File: src/rtl/mem_arb_pkg.sv
// mem_arb_pkg: shared port indices and write-detect helper for the memory port arbiter
package mem_arb_pkg;
  localparam logic PORT_IF = 1'b0;
  localparam logic PORT_LS = 1'b1;
  localparam int MAX_BYTES = 16;
  function automatic logic wbe_is_write(input logic [MAX_BYTES-1:0] wbe);
    return |wbe;
  endfunction
endpackage

File: src/rtl/mem_port_arbiter_if.sv
// mem_port_arbiter_if: two requester ports plus the RAM port of the arbiter
interface mem_port_arbiter_if #(parameter int DWIDTH = 32, parameter int AWIDTH = 12);
  logic req0_valid, req0_ready, resp0_valid;
  logic [AWIDTH-1:0] req0_addr;
  logic [DWIDTH/8-1:0] req0_wbe;
  logic [DWIDTH-1:0] req0_wdata, resp0_rdata;
  logic req1_valid, req1_ready, resp1_valid;
  logic [AWIDTH-1:0] req1_addr;
  logic [DWIDTH/8-1:0] req1_wbe;
  logic [DWIDTH-1:0] req1_wdata, resp1_rdata;
  logic [AWIDTH-1:0] mem_addr;
  logic [DWIDTH-1:0] mem_d, mem_q;
  logic [DWIDTH/8-1:0] mem_wbe;
  logic mem_en;
  modport master (
    output req0_valid, req0_addr, req0_wbe, req0_wdata,
    output req1_valid, req1_addr, req1_wbe, req1_wdata, mem_q,
    input req0_ready, resp0_valid, resp0_rdata,
    input req1_ready, resp1_valid, resp1_rdata,
    input mem_addr, mem_d, mem_wbe, mem_en
  );
  modport slave (
    input req0_valid, req0_addr, req0_wbe, req0_wdata,
    input req1_valid, req1_addr, req1_wbe, req1_wdata, mem_q,
    output req0_ready, resp0_valid, resp0_rdata,
    output req1_ready, resp1_valid, resp1_rdata,
    output mem_addr, mem_d, mem_wbe, mem_en
  );
endinterface

File: src/rtl/mem_port_arbiter_rr_pick2.sv
// rr_pick2: combinational 2-way round-robin picker; on a tie the port not granted last wins
module rr_pick2
  import mem_arb_pkg::*;
(
  input  logic [1:0] valid,
  input  logic       last_gnt,
  output logic [1:0] gnt,
  output logic       idx,
  output logic       any
);
  always_comb begin
    any = |valid;
    idx = &valid ? ~last_gnt : valid[PORT_LS];
    gnt = any ? (idx == PORT_LS ? 2'b10 : 2'b01) : 2'b00;
  end
endmodule

File: src/rtl/mem_port_arbiter.sv
// mem_port_arbiter: round-robin sharing of one sync-read byte-write RAM between two requesters
module mem_port_arbiter
  import mem_arb_pkg::*;
#(
  parameter int DWIDTH = 32,
  parameter int AWIDTH = 12
) (
  input logic clk,
  input logic rst,
  mem_port_arbiter_if.slave bus
);
  localparam int BYTES = DWIDTH / 8;
  logic last_gnt, resp_pend, resp_sel;
  logic [1:0] gnt;
  logic idx, any, accept;
  logic [AWIDTH-1:0] addr_g;
  logic [DWIDTH-1:0] data_g;
  logic [BYTES-1:0] wbe_g;
  rr_pick2 u_pick (
    .valid({bus.req1_valid, bus.req0_valid}),
    .last_gnt(last_gnt),
    .gnt(gnt),
    .idx(idx),
    .any(any)
  );
  always_comb begin
    accept = any & ~rst;
    addr_g = idx == PORT_LS ? bus.req1_addr : bus.req0_addr;
    data_g = idx == PORT_LS ? bus.req1_wdata : bus.req0_wdata;
    wbe_g = idx == PORT_LS ? bus.req1_wbe : bus.req0_wbe;
    bus.req0_ready = gnt[PORT_IF] & ~rst;
    bus.req1_ready = gnt[PORT_LS] & ~rst;
    bus.mem_en = accept;
    bus.mem_addr = addr_g;
    bus.mem_d = data_g;
    bus.mem_wbe = accept ? wbe_g : '0;
    // RAM output is shared; only the matching valid qualifies it
    bus.resp0_valid = resp_pend & (resp_sel == PORT_IF);
    bus.resp1_valid = resp_pend & (resp_sel == PORT_LS);
    bus.resp0_rdata = bus.mem_q;
    bus.resp1_rdata = bus.mem_q;
  end
  always_ff @(posedge clk) begin
    if (rst) begin
      last_gnt <= 1'b1;
      resp_pend <= 1'b0;
      resp_sel <= 1'b0;
    end else begin
      resp_pend <= accept;
      if (accept) begin
        last_gnt <= idx;
        resp_sel <= idx;
      end
    end
  end
endmodule

File: src/flat_wrapper.sv
// flat-port wrapper written by rule: the top's interface ports become plain ports
module mem_port_arbiter_flat import mem_arb_pkg::*;
#(
  parameter int DWIDTH = 32,
  parameter int AWIDTH = 12
)
  (clk, rst, bus_req0_valid, bus_req0_addr, bus_req0_wbe, bus_req0_wdata, bus_req1_valid, bus_req1_addr, bus_req1_wbe, bus_req1_wdata, bus_mem_q, bus_req0_ready, bus_resp0_valid, bus_resp0_rdata, bus_req1_ready, bus_resp1_valid, bus_resp1_rdata, bus_mem_addr, bus_mem_d, bus_mem_wbe, bus_mem_en);
  mem_port_arbiter_if #(.DWIDTH(DWIDTH), .AWIDTH(AWIDTH)) bus_i ();
  input logic clk;
  input logic rst;
  input wire logic [$bits(bus_i.req0_valid)-1:0] bus_req0_valid;
  input wire logic [$bits(bus_i.req0_addr)-1:0] bus_req0_addr;
  input wire logic [$bits(bus_i.req0_wbe)-1:0] bus_req0_wbe;
  input wire logic [$bits(bus_i.req0_wdata)-1:0] bus_req0_wdata;
  input wire logic [$bits(bus_i.req1_valid)-1:0] bus_req1_valid;
  input wire logic [$bits(bus_i.req1_addr)-1:0] bus_req1_addr;
  input wire logic [$bits(bus_i.req1_wbe)-1:0] bus_req1_wbe;
  input wire logic [$bits(bus_i.req1_wdata)-1:0] bus_req1_wdata;
  input wire logic [$bits(bus_i.mem_q)-1:0] bus_mem_q;
  output wire logic [$bits(bus_i.req0_ready)-1:0] bus_req0_ready;
  output wire logic [$bits(bus_i.resp0_valid)-1:0] bus_resp0_valid;
  output wire logic [$bits(bus_i.resp0_rdata)-1:0] bus_resp0_rdata;
  output wire logic [$bits(bus_i.req1_ready)-1:0] bus_req1_ready;
  output wire logic [$bits(bus_i.resp1_valid)-1:0] bus_resp1_valid;
  output wire logic [$bits(bus_i.resp1_rdata)-1:0] bus_resp1_rdata;
  output wire logic [$bits(bus_i.mem_addr)-1:0] bus_mem_addr;
  output wire logic [$bits(bus_i.mem_d)-1:0] bus_mem_d;
  output wire logic [$bits(bus_i.mem_wbe)-1:0] bus_mem_wbe;
  output wire logic [$bits(bus_i.mem_en)-1:0] bus_mem_en;
  assign bus_i.req0_valid = bus_req0_valid;
  assign bus_i.req0_addr = bus_req0_addr;
  assign bus_i.req0_wbe = bus_req0_wbe;
  assign bus_i.req0_wdata = bus_req0_wdata;
  assign bus_i.req1_valid = bus_req1_valid;
  assign bus_i.req1_addr = bus_req1_addr;
  assign bus_i.req1_wbe = bus_req1_wbe;
  assign bus_i.req1_wdata = bus_req1_wdata;
  assign bus_i.mem_q = bus_mem_q;
  assign bus_req0_ready = bus_i.req0_ready;
  assign bus_resp0_valid = bus_i.resp0_valid;
  assign bus_resp0_rdata = bus_i.resp0_rdata;
  assign bus_req1_ready = bus_i.req1_ready;
  assign bus_resp1_valid = bus_i.resp1_valid;
  assign bus_resp1_rdata = bus_i.resp1_rdata;
  assign bus_mem_addr = bus_i.mem_addr;
  assign bus_mem_d = bus_i.mem_d;
  assign bus_mem_wbe = bus_i.mem_wbe;
  assign bus_mem_en = bus_i.mem_en;
  mem_port_arbiter #(.DWIDTH(DWIDTH), .AWIDTH(AWIDTH)) u_core (.clk(clk), .rst(rst), .bus(bus_i));
endmodule
File: config.mk
export PLATFORM = sky130hd
export DESIGN_NAME = mem_port_arbiter_flat
export DESIGN_NICKNAME = d
export VERILOG_FILES = /design/src/rtl/mem_arb_pkg.sv /design/src/rtl/mem_port_arbiter_if.sv /design/src/rtl/mem_port_arbiter_rr_pick2.sv /design/src/rtl/mem_port_arbiter.sv /design/src/flat_wrapper.sv
export SDC_FILE = /design/constraint.sdc
export NUM_CORES = 1
export LEC_CHECK = 0
export CORE_AREA = 4 4 94 96
export CTS_CLUSTER_DIAMETER = 60
export DETAILED_ROUTE_END_ITERATION = 10
export DIE_AREA = 0 0 98 100
export PLACE_DENSITY = 0.83
export SYNTH_ARGS = -nofsm -noshare
export SYNTH_HDL_FRONTEND = slang
export SYNTH_SLANG_ARGS = --single-unit
File: constraint.sdc
create_clock -name clk -period 2 [get_ports clk]
set_clock_uncertainty 0.05 [all_clocks]
set_input_delay 0.2 -clock clk [delete_from_list [all_inputs] [get_ports clk]]
set_output_delay 0.2 -clock clk [all_outputs]
set_load 0.05 [all_outputs]
==> out/metrics.sh, run 1 <==
DP_CELLS=337
TIMING.FINAL.CRIT_SHARE_PCT=96.3
LAYOUT_CELLS_SIZED_ABOVE_1_PCT=44.9
VIA_PER_INST=3.79
DIE_AREA_MM2=0.00980
GP_CONGESTION=0.733
WL_UM=5900
WORSTREG2REGSTART='u_core.last_gnt$_SDFFE_PP1P_'
IR_DROP_V=0.000141
YOSYS-TOP-CELLS-AREA='mux2_4 (45%), buf_4 (33%), buf_12 (5.4%), dfxtp_1 (4.1%), nand2b_1 (3.8%)'
MAXCAPVIOLCOUNT=0
PORTBUFFERS=152
GRT_FIRST_PASS_WIRELENGTH_UM=8520
STARTING_DENSITY_PCT=18.3
FP.DIEH_UM=100
TRITONCTS.NUM_BUFFERS=3
ROUTED_WIRE_LENGTH_PER_INSTANCE_UM=17.3
GRT_UTIL_ALL_LAYERS_PCT=11.1
TIGHTEST_HOLD_CHECK_TYPE='in2out'
ROW_COUNT=33
STARTPOINT='bus_req1_valid'
CTS-HOLD-FIX-BUFFERS=0
CP.ARRIVAL_NS=1.68
FINISH.NET_COUNT=369
POSTSYNTHAREAPERCELL_UM2=10.2
SYNTH.DISTINCT_CELLS=18
OUTCOME='finished clean'
YS_FF_LATCH=3
CLOCK-ROOT-BUFFER='clkbuf_8'
AREAGROWTHSYNTHTOFINISH_PCT=111
SETUP_TNS_NS=0
SETUP_VIOL_COUNT_FINAL=0
TIMING.FINAL.MAX_SLEW_VIOLATIONS=0
POWER_LEAKAGE_nW=1.39
WORST_EP_REQUIRED_TIME_NS=1.75
NFILLCELLS=740
CRITPATHLAUNCHTYPE='input pin'
GRT_START_MAX_NET_PINS=28
TRITONCTS_CLOCK_TREE='done'
DIE_X_UM=98
POST_SYNTH_INST_COUNT=145
RSZ0062_AT_GRT='false'
SLEW-LIMIT-HEADROOM_PCT=64.8
POST-ROUTE-DRC-COUNT=0
CRITICALPATHCATEGORY='in2out'
LARGEST_AREA_CONTRIBUTOR_IN_THE_NETLIST='mux2_4'
CLOCK_LATENCY_NS=0.22
SYN_NETS=277
DETAILED_PLACE_HPWL_UM=5350
FINALHOLDVIOLCOUNT=0
YOSYS_WARNINGS=0
FINISH.CELL_COUNT_WITHOUT_FILLERS=341
POST_CTS_RESIZED=0
POST-ROUTE-MIN-PERIOD_NS=1.93
CORE_AREA_MM2=0.00805
CLKSINKCOUNT=3
CTS-ROOT-TO-SINK-BUFFERS=2
POWER.DENSITY_mW_PER_MM2=444
CTS_POST_SETUP_BUFFERS_INSERTED=0
WORST-SLEW-PIN-TRANSITION_NS=0.526
WORSTHOLDSTART='bus_mem_q[0]'
INITIALDRTVIOLATIONCOUNT=16
ANTENNA_FOUND_INITIAL=0
FIRST_GLOBAL_VIAS=1432
SYNTH.TOP_CELL.AREA_SHARE_PCT=44.8
DRTANTENNAVIOLNETS=0
ROUTED-VIA-COUNT=1291
DESIGN.PORTCOUNT=249
TIMING.FMAX_GHz=0.519
POST_SYNTH_INSTANCE_AREA_MM2=0.00147
HTREEDEPTH=1
CRITICAL_PATH.ENDPOINT_TYPE='output port'
SEQ_AREA_FRAC_SYNTH_PCT=4.07
GRT_OVERFLOW_TOTAL=0
CRITICAL_PATH_PEAK_FANOUT=27
FIRSTDRTPASSITERS=4
WORST-R2R-SETUP-SLACK_NS=1.02
DIODES=0
-- cell type report --
type | instances | area (µm²) | share of cell area [%]
clock buffer | 4 | 45.0 | 1.45
inverter | 1 | 3.75 | 0.121
multi-input combinational | 70 | 830 | 26.7
sequential | 3 | 60.1 | 1.93
tap | 105 | 131 | 4.23
timing repair buffer | 158 | 2040 | 65.6
-- report_power, final --
group | switching, mW | internal (mW) | total [mW]
sequential | 0.00298 | 0.0646 | 0.0675
clock | 0.0401 | 0.136 | 0.176
combinational | 0.509 | 0.629 | 1.14
total | 0.552 | 0.829 | 1.38
-- stage by stage --
step / total power, mW / hold WS [ns] / util, % / instance area [µm²] / worst slack [ns]
global placement: 1.20 / 0.351 / 38.1 / 3060 / 0.0889
floorplan: 0.965 / 0.276 / - / 1470 / 0.0652
global route: 1.43 / 0.350 / 38.6 / 3110 / 0.0383
CTS: 1.40 / 0.351 / 38.6 / 3110 / 0.0762
finish: 1.38 / 0.350 / 38.6 / 3110 / 0.0747
detailed placement: 1.21 / 0.351 / 38.1 / 3060 / 0.0662
-- synthesized netlist by cell type --
| cell | count |
|---|---|
| nor3_1 | 1 |
| a21o_1 | 1 |
| nor2b_1 | 2 |
| dfxtp_1 | 3 |
| nor2_1 | 4 |
| or2_2 | 1 |
| a21bo_1 | 1 |
| clkbuf_1 | 1 |
| nand2b_1 | 9 |
| and2_1 | 1 |
| o32ai_1 | 4 |
| nand2_1 | 1 |
| inv_1 | 1 |
| buf_6 | 2 |
| buf_4 | 64 |
| mux2_4 | 44 |
| buf_12 | 4 |
| a21oi_1 | 1 |
-- final timing paths --
path | to | cells past startpoint
worst max-delay path | bus_mem_d[9] | 5
worst min-delay path | bus_resp0_rdata[0] | 0
worst max register to register | u_core.resp_sel$_SDFFE_PP0P_ | 3
worst min register to register | u_core.resp_sel$_SDFFE_PP0P_ | 2
-- cell families (layout without fill, tap and decap cells) --
family          Yosys count  count (layout)  share of synthesized area, %
buf+inv                  72             163                          40.1
mux                      44              44                          44.8
simple gates             19              19                          7.13
compound gates            7               7                          3.90
flops                     3               3                          4.07
-- cell usage in the layout (no fill, tap or decap) --
master / count
and2_1: 1
mux2_4: 44
a21oi_1: 1
or2_2: 1
o32ai_1: 4
nor3_1: 1
dfxtp_1: 3
nand2b_1: 9
nor2b_1: 2
a21bo_4: 1
nand2_1: 1
clkdlybuf4s50_1: 101
a21o_1: 1
buf_12: 48
clkbuf_1: 1
nor2_1: 4
buf_4: 9
inv_1: 1
clkbuf_8: 3
-- metal layers --
metal	routed length [µm]	GRT usage, %	share of wire [%]	vias up
li1	-	-	-	606
met1	2070	11.2	35	584
met2	3190	21.9	54	92
met3	577	3.47	9.8	9
met4	56	2.77	0.95	0
met5	0	0	0	-
-- worst max-delay path, cell delays in order --
cell and delay (ns):
clkdlybuf4s50_1 0.50, a21bo_4 0.26, buf_12 0.19, mux2_4 0.35, buf_12 0.16
-- sequential cells by signal (all words and copies together), names as in the netlist --
signal / flops
u_core.resp_sel: 1
u_core.resp_pend: 1
u_core.last_gnt: 1
(Power assumes the default switching activity.)
==> run 2, diff against run 1 <==
--- a/config.mk
+++ b/config.mk
@@ -5,6 +5,7 @@
 export SDC_FILE = /design/constraint.sdc
 export NUM_CORES = 1
 export LEC_CHECK = 0
+export CAP_MARGIN = 20
 export CORE_AREA = 4 4 94 96
 export CTS_CLUSTER_DIAMETER = 60
 export DETAILED_ROUTE_END_ITERATION = 10
==> results of run 2 <==
Same layout as run 1: the final DEF is identical, and so are final timing and power.
==> run 3, diff against run 2 <==
--- a/config.mk
+++ b/config.mk
@@ -10,7 +10,7 @@
 export CTS_CLUSTER_DIAMETER = 60
 export DETAILED_ROUTE_END_ITERATION = 10
 export DIE_AREA = 0 0 98 100
-export PLACE_DENSITY = 0.83
+export PLACE_DENSITY = 0.86
 export SYNTH_ARGS = -nofsm -noshare
 export SYNTH_HDL_FRONTEND = slang
 export SYNTH_SLANG_ARGS = --single-unit
==> constraint.sdc (replaced) <==
create_clock -name clk -period 1.7 [get_ports clk]
set_clock_uncertainty 0.05 [all_clocks]
set_input_delay 0.17 -clock clk [delete_from_list [all_inputs] [get_ports clk]]
set_output_delay 0.17 -clock clk [all_outputs]
set_load 0.05 [all_outputs]
==> run 3 against run 2 <==
  * The run now ends with negative setup slack left
  * Worst setup slack worse by 0.13 ns
  * Combinational power up 25%
  * Utilization up 2.6 points
  * Cell area up 6.6%
  * Non-clock buffer count up 8
  * Routed wire length up 10%
==> out/metrics.sh, run 3 (synthesis gave the netlist of run 1 again) <==
WORSTREG2REGSTART='u_core.last_gnt$_SDFFE_PP1P_'
MAXCAPVIOLCOUNT=0  # unchanged
GRT_FIRST_PASS_WIRELENGTH_UM=9400  # +10%
SETUP_VIOL_COUNT_FINAL=44  # +44
TRITONCTS_CLOCK_TREE='done'
TIGHTEST_HOLD_CHECK_TYPE='in2out'
FINISH.NET_COUNT=377  # +2.2%
CRITICAL-PATH-TOP-CELL-BY-COUNT='buf_12'
FIRSTDRTPASSITERS=4  # unchanged
FIRST_GLOBAL_VIAS=1572  # +9.8%
ANTENNA_FOUND_INITIAL=1  # +1
R2R.WORST_PATH.CELLS=3  # unchanged
SLOWEST_DELAY_NS=0.31  # -0.19 ns
DP_CELLS=338  # +0.30%
CLOCK_LATENCY_NS=0.22  # about the same
MIN_DELAY_PATH_DEPTH=0  # unchanged
CRITPATHBUFINV=3  # unchanged
HOLD_PATH_END='bus_resp0_rdata[4]'
CTS-ROOT-TO-SINK-BUFFERS=2  # unchanged
POWER_LEAKAGE_nW=1.50  # +8.0%
FINALHOLDVIOLCOUNT=0  # unchanged
POWER.DENSITY_mW_PER_MM2=517  # +16%
FINALHOLDWORSTSLACK_NS=0.290  # -0.0600 ns
DESIGN.PORTCOUNT=249  # unchanged
PLACE_WS_NS=-0.126  # -0.192 ns
CRITICAL_PATH_PEAK_FANOUT=5  # -81%
OUTCOME='finished with violations'
PORTBUFFERS=152  # unchanged
CORE_AREA_MM2=0.00805  # unchanged
DIE_X_UM=98  # unchanged
PATH_CELLS='a21bo_4 -> buf_12 -> clkbuf_16 -> mux2_4 -> buf_12'
CP.ARRIVAL_NS=1.54  # -0.14 ns
WL_UM=6490  # +10%
ROW_COUNT=33  # unchanged
WORSTHOLDSTART='bus_mem_q[4]'
FINISH.CELL_COUNT_WITHOUT_FILLERS=350  # +2.6%
TIMING.FMAX_GHz=0.568
CP_TOP_FAMILY='buffers and inverters'
MOST-COMMON-LAYOUT-CELLS='clkdlybuf4s50_1 (97), buf_12 (52), mux2_4 (44), buf_4 (11), nand2b_1 (9)'
RSZ0062_AT_GRT='true'
SLEW-LIMIT-HEADROOM_PCT=74.5  # +9.7 points
STARTING_DENSITY_PCT=18.3  # unchanged
REG_TOP3='u_core.last_gnt: 1 flops, u_core.resp_pend: 1 flops, u_core.resp_sel: 1 flops'
WORST_EP_REQUIRED_TIME_NS=1.48  # -0.27 ns
FAILED_CHECKS='negative setup slack'
IR_DROP_V=0.000162  # +15%
TIMING.FINAL.CRIT_SHARE_PCT=104
GP_CONGESTION=0.836  # +14%
WORST-R2R-SETUP-SLACK_NS=0.63  # -0.39 ns
CRIT_CELLS=5  # unchanged
HTREEDEPTH=1  # unchanged
DRTANTENNAVIOLNETS=0  # unchanged
TRITONCTS.NUM_BUFFERS=3  # unchanged
TIMING.FINAL.MAX_SLEW_VIOLATIONS=0  # unchanged
WORST_SLACK_NS=-0.0599  # -0.135 ns
VIA_PER_INST=3.83  # +1.1%
POST-ROUTE-DRC-COUNT=0  # unchanged
WORST-SLEW-PIN-TRANSITION_NS=0.379  # -0.147 ns
CTS.CLK_SLEW.WORST_PATHS_NS=0.03
INITIALDRTVIOLATIONCOUNT=16  # unchanged
LAYOUT_CELLS_SIZED_ABOVE_1_PCT=49.2  # +4.3 points
CP_SLOWEST_CELL='dfxtp_2'
CLOCK-ROOT-BUFFER='clkbuf_8'
GRT_OVERFLOW_TOTAL=0  # unchanged
DETAILED_PLACE_HPWL_UM=5680  # +6.0%
ROUTED-VIA-COUNT=1340  # +3.8%
ROUTED_WIRE_LENGTH_PER_INSTANCE_UM=18.5  # +7.3%
CRITICALPATHCATEGORY='reg2out'
AREAGROWTHSYNTHTOFINISH_PCT=125
GRT_UTIL_ALL_LAYERS_PCT=12.6  # +1.5 points
MOSTFREQUENTLAYOUTCELL='clkdlybuf4s50_1'
CRITPATHLAUNCHTYPE='flop'
REGTOREGENDPOINT='u_core.last_gnt$_SDFFE_PP1P_'
POST-ROUTE-MIN-PERIOD_NS=1.76
FP.DIEH_UM=100  # unchanged
GRT_START_MAX_NET_PINS=11  # -61%
CLKSINKCOUNT=3  # unchanged
CTS-HOLD-FIX-BUFFERS=0  # unchanged
DIE_AREA_MM2=0.00980  # unchanged
CRITICAL_PATH.ENDPOINT_TYPE='output port'
## run 3: how the worst max path moves through the flow
| stage | start | end | slack, ns |
|---|---|---|---|
| floorplan | u_core.last_gnt$_SDFFE_PP1P_ | bus_mem_wbe[0] | -0.20 |
| detailed placement | bus_req1_valid | bus_mem_d[0] | -0.13 |
| global placement | bus_req0_valid | bus_mem_d[29] | -0.1 |
| finish | u_core.last_gnt$_SDFFE_PP1P_ | bus_mem_d[11] | -0.06 |
| global route | u_core.last_gnt$_SDFFE_PP1P_ | bus_mem_d[11] | -0.09 |
| CTS | u_core.last_gnt$_SDFFE_PP1P_ | bus_mem_d[9] | -0.06 |
## run 3: layout make-up
type                    count  area [µm²]
diodes                      1        2.50
clock buffers               4        45.0
fillers                   710        4740
inverters                   1        3.75
multi-input cells          70         847
flip-flops and latches      3        61.3
well taps                 105         131
repair buffers            166        2220
## run 3: timing repair
item	in CTS	in global routing
endpoints found under the setup margin	49	46
hold endpoints to repair	0	0
cloned	3	1
buffers inserted	3	0
pin swaps	1	1
resized for setup	10	4
## run 3: report_power, final
group | switching [mW] | leakage, nW | internal, mW | total, mW
combinational | 0.624 | 1.45 | 0.801 | 1.42
clock | 0.0499 | 0.0228 | 0.160 | 0.210
sequential | 0.00318 | 0.0248 | 0.0763 | 0.0795
total | 0.677 | 1.50 | 1.04 | 1.71
## run 3: stage by stage
step	instance area [µm²]	setup TNS (ns)	power, mW	utilization [%]
5_1_grt	3320	-3.13	1.77	41.2
6_report	3320	-1.56	1.71	41.2
4_1_cts	3270	-2.22	1.71	40.6
3_5_place_dp	3070	-4.79	1.44	38.1
3_3_place_gp	3070	-3.63	1.41	38.1
2_1_floorplan	1470	-0.819	1.14	-
## run 3: metal layers
metal	routed length [µm]	global-route usage [%]	vias to the layer above
met5	0	0	-
met4	91	3.83	0
met2	3500	24.5	103
met1	2210	12.4	593
li1	-	-	627
met3	694	4.45	17
